===== config.mk =====
export PLATFORM = sky130hd
export DESIGN_NAME = delay_flow_ctrl
export DESIGN_NICKNAME = d
export VERILOG_FILES = /design/src/rtl/delay_flow_ctrl.sv
export SDC_FILE = /design/constraint.sdc
export NUM_CORES = 1
export LEC_CHECK = 0
export ABC_AREA = 1
export CORE_AREA = 5 5 42 44
export CTS_CLUSTER_DIAMETER = 50
export DETAILED_ROUTE_END_ITERATION = 6
export DIE_AREA = 0 0 47 49
export GPL_TIMING_DRIVEN = 1
export PLACE_DENSITY = 0.66
export SYNTH_ARGS = -nofsm -noshare
export SYNTH_HDL_FRONTEND = slang
export SYNTH_SLANG_ARGS = --single-unit
export TNS_END_PERCENT = 10

===== constraint.sdc =====
create_clock -name clk -period 1.5 [get_ports clk]
set_input_delay 0.3 -clock clk [delete_from_list [all_inputs] [get_ports clk]]
set_output_delay 0.3 -clock clk [all_outputs]
set_load 0.005 [all_outputs]

===== src/rtl/delay_flow_ctrl.sv =====
// rtl/delay_flow_ctrl.sv - valid/ready flow controller for an enable-gated delay chain
//
// Wraps an external delay chain of depth DELAY whose stages all shift together on
// del_en. A shadow register tracks which stages hold valid samples, handshakes are
// added on both sides, and a flush sequence drains every in-flight sample.
//
// Optional feature macro: DELAY_FLOW_STATS_EN (adds the stall_cnt output).
//
// Ports:
//   clk        in   1      clock, rising edge
//   rst_n      in   1      asynchronous active-low reset
//   in_vld     in   1      upstream sample valid
//   in_rdy     out  1      upstream ready (combinational)
//   out_vld    out  1      chain output stage holds a valid sample
//   dn_rdy     in   1      downstream ready
//   del_en     out  1      shift enable to the delay chain
//   flush_req  in   1      one-cycle drain request
//   flush_done out  1      one-cycle pulse after the chain has drained
//   busy       out  1      controller not idle
//   occ        out  OCC_W  number of valid samples in the chain
//   stall_cnt  out  16     cycles with out_vld & ~dn_rdy (DELAY_FLOW_STATS_EN only)

module delay_flow_ctrl #(
   parameter int DELAY = 2,
   parameter int OCC_W = $clog2(DELAY + 1)
) (
   input  logic             clk,
   input  logic             rst_n,
   input  logic             in_vld,
   output logic             in_rdy,
   output logic             out_vld,
   input  logic             dn_rdy,
   output logic             del_en,
   input  logic             flush_req,
   output logic             flush_done,
   output logic             busy,
`ifdef DELAY_FLOW_STATS_EN
   output logic [OCC_W-1:0] occ,
   output logic [15:0]      stall_cnt
`else
   output logic [OCC_W-1:0] occ
`endif
);

   typedef enum logic [1:0] {IDLE, RUN, FLUSH} state_t;

   state_t           state_q, state_d;
   logic [DELAY-1:0] v_q, v_d;         // bit i = stage i+1
   logic [OCC_W-1:0] occ_q, occ_d;
   logic             flush_done_q, flush_done_d;

   logic adv;
   logic accept;
   logic emit;

   // The chain may shift whenever its last stage is empty or is being drained.
   assign adv     = ~v_q[DELAY-1] | dn_rdy;
   assign in_rdy  = adv & (state_q != FLUSH);
   assign accept  = in_vld & in_rdy;
   assign emit    = v_q[DELAY-1] & dn_rdy;
   assign out_vld = v_q[DELAY-1];
   assign del_en  = adv;

   assign occ        = occ_q;
   assign busy       = (state_q != IDLE);
   assign flush_done = flush_done_q;

   always_comb begin
      v_d = v_q;
      if (adv) begin
         v_d[0] = accept;
         for (int i = 1; i < DELAY; i++) begin
            v_d[i] = v_q[i-1];
         end
      end
   end

   // accept and emit are mutually bounded by the shadow bits, so occ stays in 0..DELAY.
   assign occ_d = occ_q + OCC_W'(accept) - OCC_W'(emit);

   always_comb begin
      state_d      = state_q;
      flush_done_d = 1'b0;
      unique case (state_q)
         IDLE: begin
            if (flush_req) begin
               state_d = FLUSH;
            end else if (accept) begin
               state_d = RUN;
            end
         end
         RUN: begin
            if (flush_req) begin
               state_d = FLUSH;
            end else if (occ_d == '0) begin
               state_d = IDLE;
            end
         end
         FLUSH: begin
            if (occ_d == '0) begin
               state_d      = IDLE;
               flush_done_d = 1'b1;
            end
         end
         default: state_d = IDLE;
      endcase
   end

   always_ff @(posedge clk or negedge rst_n) begin
      if (!rst_n) begin
         state_q      <= IDLE;
         v_q          <= '0;
         occ_q        <= '0;
         flush_done_q <= 1'b0;
      end else begin
         state_q      <= state_d;
         v_q          <= v_d;
         occ_q        <= occ_d;
         flush_done_q <= flush_done_d;
      end
   end

`ifdef DELAY_FLOW_STATS_EN
   logic [15:0] stall_cnt_q, stall_cnt_d;

   always_comb begin
      stall_cnt_d = stall_cnt_q;
      if (flush_done_q) begin
         stall_cnt_d = '0;
      end else if (out_vld && !dn_rdy && (stall_cnt_q != 16'hFFFF)) begin
         stall_cnt_d = stall_cnt_q + 16'd1;
      end
   end

   always_ff @(posedge clk or negedge rst_n) begin
      if (!rst_n) begin
         stall_cnt_q <= '0;
      end else begin
         stall_cnt_q <= stall_cnt_d;
      end
   end

   assign stall_cnt = stall_cnt_q;
`endif

endmodule

==> results.toml <==
[setup_path]
arrival_ns = 1.64
critPathCaptureType = "flop"
cp.required_ns = 1.64
critPathKind = "flop to flop"
critPathLaunchType = "flop"
r2r_cells = 9
critPathSlowestCell = "dfrtp_1"
cp_max_fo = 4
worstPathCellList = "nand2_4 -> nand3_4 -> ha_4 -> inv_2 -> ha_4 -> inv_4 -> nand3_4 -> nor2_2 -> nor2_1"
cp_num_buf_inv = 2
cp_top_family = "adder cells"
cpPeakStageDelay_ns = 0.41
worst-r2r-setup-slack_ns = 0.002
r2r-end = "state_q[0]"
regToRegStartpoint = "v_q[1]"

[power]
power_density_mw_per_mm2 = 2120
p_int_uw = 768
switchingPower_uw = 507
peakVddDrop_v = 0.000780
seqPwrFrac_pct = 25.9
p_comb_share_pct = 60.7
switching_share_pct = 39.7
clockPowerShare_pct = 13.4
p_leak_nw = 0.328

[timing]
max_slew.worst_pin.slew_ns = 0.339
finalSetupViolations = 0
fmax_ghz = 0.667
setup_ws_ns = 0.00168
slew-limit-headroom_pct = 77.3
min_period_over_period_pct = 99.9
slew_violations = 0
skew_ns = 0.00132
hold_viol = 0
period_needed_ns = 1.50
rsz0062_at_grt = "yes"
hold_slack_ns = 0.317

[route]
route.met2.wl_um = 363
wl_met3_um = 82
drc = 0
firstDrtPassIters = 2
met1_length_um = 284
vias = 326
wl_per_cell_um = 9.13
postRouteAntennaNets = 0
highest_layer = "met3"
via_per_inst = 4.08
drt_iter0_markers = 3
postRouteWirelength_um = 730

[layout]
antenna_cells = 0
drive_above_1_share_pct = 34.4
design_area_sq_um = 601
nets = 72
area_delta_synth_final_pct = 61.6

[synth]
seq_area_frac_synth_pct = 47.1
synth_area_per_cell_sq_um = 8.26
ys_types = 13
ys_ff_latch = 7
syn-num-nets = 52
ys.warnings.count = 0
netlist_area_sq_um = 372
syn-instance-count = 45

[run]
maxCapViolations = 0

[run_status]
status = "finished, final reports clean"

[grt]
grt_pass1_wl_mm = 1.15
grt_usage_pct = 7.37
grt_max_degree = 8
antenna_found_initial = 0
grt_pass1_vias = 296
gr-total-overflow = 0

[clock_network]
cts_root_buf = "clkbuf_4"
cts.sinks = 7
clk_pin_slew_ns = 0.05
cts_tree = "built"
clock_path_buffers = 2
cts_setup_buffers = 0
htreeDepth = 1
numCtsBuffers = 3
clk_latency_ns = 0.25

[floorplan]
num_io_pins = 12
die_h_um = 49
dieWidth_um = 47
rows = 14
core_region_area_sq_mm = 0.00140
floorplan.initialDensity_pct = 26.5
die-area_sq_mm = 0.00230

[placed_design]
place_ws_ns = -0.460
dp_hpwl_um = 582
placed_area_sq_um = 557
gp_congestion = 0.662
port_buffers = 11

[hold_path]
hold_class = "input pin to asynchronous set/reset pin"
## metal layers
metal | vias to the layer above | track usage (%)
met1 | 145 | 7.17
met2 | 11 | 10.6
met4 | 0 | 2.76
met5 | - | 0
li1 | 170 | -
met3 | 0 | 7.01
## Yosys cell counts (all sizes together)
| cell type | number | share of area, % |
|---|---|---|
| nand3b | 1 | 2.0 |
| ha | 2 | 6.7 |
| dfrtp | 7 | 47 |
| inv | 12 | 12 |
| o21ai | 1 | 1.3 |
| nor2 | 4 | 4.0 |
| nand2 | 15 | 18 |
| nand3 | 3 | 8.8 |
## cell families (layout without fill, tap and decap cells)
family,after synthesis,after routing,synth area share (%)
buffers and inverters,12,31,12.1
adder cells (fa/ha/maj),2,2,6.73
flip-flops,7,7,47.1
AO/OA/AOI/OAI,1,1,1.35
AND/OR/NAND/NOR,23,23,32.7
## through the flow
step,utilization (%),instances,total power [mW],TNS [ns]
6_report,42.9,80,1.27,0
2_1_floorplan,-,45,0.717,0
5_1_grt,42.9,80,1.42,-0.130
3_3_place_gp,39.7,76,1.02,-2.38
4_1_cts,41.3,80,1.20,-0.0683
3_5_place_dp,39.7,76,1.04,-2.41
## power by group through the flow
stage / sequential, mW / clock [mW] / combinational, mW
after floorplan: 0.337 / 0 / 0.380
after global placement: 0.333 / 0 / 0.683
after detailed placement: 0.335 / 0 / 0.704
after CTS: 0.333 / 0.181 / 0.682
after global routing: 0.341 / 0.197 / 0.878
final: 0.330 / 0.171 / 0.774
## worst reg2reg max path: cells and delay by family (launching register included)
kind / cells / cell delay, ns
AND/OR/NAND/NOR: 5 / 0.43
flip-flops: 1 / 0.41
buffers and inverters: 2 / 0.09
adder cells (fa/ha/maj): 2 / 0.49
## sequential cells by signal, indices dropped and copies added, names as in the netlist
signal / flops
flush_done: 1
state_q: 2
v_q: 2
occ: 2
## worst max path at each step
stage / start / to / slack [ns] / cells past startpoint
after global routing: v_q[1] / state_q[0] / -0.08 / 10
after detailed placement: dn_rdy / state_q[0] / -0.46 / 11
final: v_q[1] / state_q[0] / 0.002 / 9
after global placement: dn_rdy / state_q[0] / -0.46 / 11
after CTS: v_q[1] / state_q[0] / -0.05 / 9
after floorplan: v_q[1] / state_q[0] / 0.009 / 9
## placed cells by master (no fill, tap or decap), drive strengths merged
cell type,instances
dlygate4sd2,4
ha,2
nand3,3
clkbuf,5
o21ai,1
nand2,15
dlymetal6s2s,2
dfrtp,7
nand3b,1
buf,4
clkdlybuf4s50,4
inv,12
nor2,4
## area by class of cell
class | instances | area, sq um
Clock buffer | 4 | 26.3
Multi-Input combinational cell | 26 | 196
Tap cell | 16 | 20.0
Inverter | 12 | 47.5
Timing Repair Buffer | 15 | 135
Sequential cell | 7 | 175
Fill cell | 161 | 801
## timing repair
action	in CTS	in global routing
resized for setup	6	10
hold buffers	0	0
endpoints found under the setup margin	6	4
cloned	0	0
pin swaps	1	6
Power figures use the tool's default switching activity.
==> patch (config.mk and constraints unchanged) <==
`DELAY`: 2 -> 1.
--- a/src/rtl/delay_flow_ctrl.sv
+++ b/src/rtl/delay_flow_ctrl.sv
@@ -23,3 +23,3 @@
 module delay_flow_ctrl #(
-   parameter int DELAY = 2,
+   parameter int DELAY = 1,
    parameter int OCC_W = $clog2(DELAY + 1)
Ports: changed (resized occ); port bits go from 12 to 11. The function was not compared with the original's and may differ.
==> patch against the unedited design <==
Design area fell by 24%; synthesized area fell by 25%; core utilization fell by 10 points; sequential cell count fell by 2; wire length fell by 25%; final cell count fell by 14%; worst setup slack improved by 0.051 ns; critical endpoint is now out_vld; total power fell by 33%.
==> patch: results (changes against the unedited design) <==
stage	metric	value	unit	change
setup_path	FF-to-FF path depth	7		-2
cells_and_area	fill cell count	159		-1.2%
placement	PortBufs	10		-1
clocking	htree depth	1		unchanged
setup_path	CP arrival	1.15	ns	-0.49 ns
cells_and_area	fin nets	59		-18%
yosys	synth unique cells	12		-1
power	Sw Pwr	0.3117	mW	-38%
grt	initial antenna violation count	0		unchanged
yosys	top_reg_cell synth	dfrtp_1		
grt	gr usage total	0.05662		-0.01709
grt	wire length of the first global-routing pass	924	µm	-19%
outcome	status	finished clean		
timing	clk_skew	0.001456	ns	+0.0001380 ns
cells_and_area	Biggest register	state_q		
grt	largest net degree at the start of global routing	6		-2
setup_path	CP max FO	4		unchanged
clocking	total CTS buffers	3		unchanged
route	WL/cell	7.986	µm	-12%
placement	Final GP Congestion	0.6417		-3.0%
cells_and_area	n_diodes	0		unchanged
power	leakage dissipation	0.2488	nW	-24%
worst_hold_path	min-delay worst type	in2async		
setup_path	slowest stage delay, CP	0.52	ns	+0.11 ns
clocking	# Post-CTS Setup Buffers	0		unchanged
yosys	Synth Net Count	40		-23%
clocking	Clock Path Buffers	2		unchanged
placement	Place WS	-0.2950	ns	+0.1647 ns
setup_path	R2R setup slack	0.41	ns	+0.41 ns
cells_and_area	max reg flops	2		
setup_path	R2R Path End	state_q[0]$_DFFE_PN0P_		
clocking	clk root buf	clkbuf_4		
timing	worst slew pin tran	0.2223	ns	-0.1167 ns
clocking	Clock Pin Slew Worst Setup and Hold Paths	0.04	ns	
placement	detailed-placement wirelength estimate	487.2	µm	-16%
route	DR vias	257		-21%
setup_path	Crit-path slowest cell	clkdlybuf4s50_1		
route	Initial DRC Count	1		-2
cells_and_area	share of layout cells above drive strength 1	0.3019		-0.04186
setup_path	crit path from	out_vld$_DFFE_PN0N_		
yosys	leading cell types by count after synthesis	inv_1 (9), nand2_1 (7), dfrtp_1 (5), nand2_2 (5), nand3_1 (2)		
setup_path	FF-to-FF Start	state_q[1]$_DFFE_PN0P_		
grt	vias in the first global route	248		-16%
power	Peak VDD IR	508.2	µV	-35%
timing	fmax	691.2	MHz	+3.6%
setup_path	Top Family by Delay on Critical Path	buffers and inverters		
setup_path	worst setup path end	out_vld		
yosys	ys async rst share	1.000		unchanged
route	Detailed Routing Iterations Pass 1	4		+2
yosys	synth top area cells	dfrtp_1 (45%), inv_1 (12%), nand2_2 (11%)		
yosys	Seq/Total Area, Yosys	0.4464		-0.02495
clocking	clock latency on the worst-skew pair	0.23	ns	-0.02 ns
yosys	Ys Warns	0		unchanged
-- patch: cells by family after synthesis --
group	synth area share
AND/OR/NAND/NOR	0.3929
buffers and inverters	0.1205
flip-flops	0.4464
AO/OA/AOI/OAI	0.04018
-- patch: layout make-up --
cell class	instances	area, µm²	area share
timing repair buffer	14	130.1	0.2849
sequential	5	125.1	0.2740
multi-input combinational	21	121.4	0.2658
inverter	9	33.78	0.07397
clock buffer	4	26.28	0.05753
tap	16	20.02	0.04384
-- patch: how the worst min path moves through the flow --
stage / startpoint / endpoint / slack (ns) / depth (start not counted)
after floorplan: rst_n / flush_done$_DFF_PN0_ / 0.004 / 0
after global placement: state_q[1]$_DFFE_PN0P_ / state_q[1]$_DFFE_PN0P_ / 0.51 / 1
after detailed placement: state_q[1]$_DFFE_PN0P_ / state_q[1]$_DFFE_PN0P_ / 0.52 / 1
after CTS: rst_n / state_q[1]$_DFFE_PN0P_ / 0.28 / 1
after global routing: rst_n / state_q[1]$_DFFE_PN0P_ / 0.30 / 1
final: rst_n / state_q[1]$_DFFE_PN0P_ / 0.28 / 1
-- patch: power groups by stage --
stage | logic (mW) | clock network, mW | registers [mW]
floorplan | 0.246 | 0 | 0.235
global placement | 0.490 | 0 | 0.236
detailed placement | 0.500 | 0 | 0.236
CTS | 0.478 | 0.159 | 0.234
global route | 0.517 | 0.172 | 0.241
finish | 0.465 | 0.150 | 0.233
-- patch: per-layer routing --
layer,share of wire,vias up,routed length [µm],GRT usage
met1,0.38,112,208,0.06250
met3,0.085,0,47,0.02952
met5,0,-,0,0
met4,0,0,0,0.04147
li1,-,140,-,-
met2,0.54,5,295,0.07919
-- patch: metrics by stage --
stage / std cells / area (µm²) / TNS, ns
finish: 69 / 456.7 / 0
global route: 69 / 456.7 / 0
CTS: 69 / 454.2 / 0
detailed placement: 65 / 430.4 / -0.5196
global placement: 65 / 430.4 / -0.5101
floorplan: 35 / 280.3 / 0
-- patch: repair_timing --
| action | 4_1_cts | 5_1_grt |
|---|---|---|
| resized for setup | 4 | 1 |
| hold buffers | 0 | 0 |
| pin swaps | 0 | 0 |
| setup endpoints to repair | 3 | 2 |
| endpoints found under the hold margin | 0 | 0 |
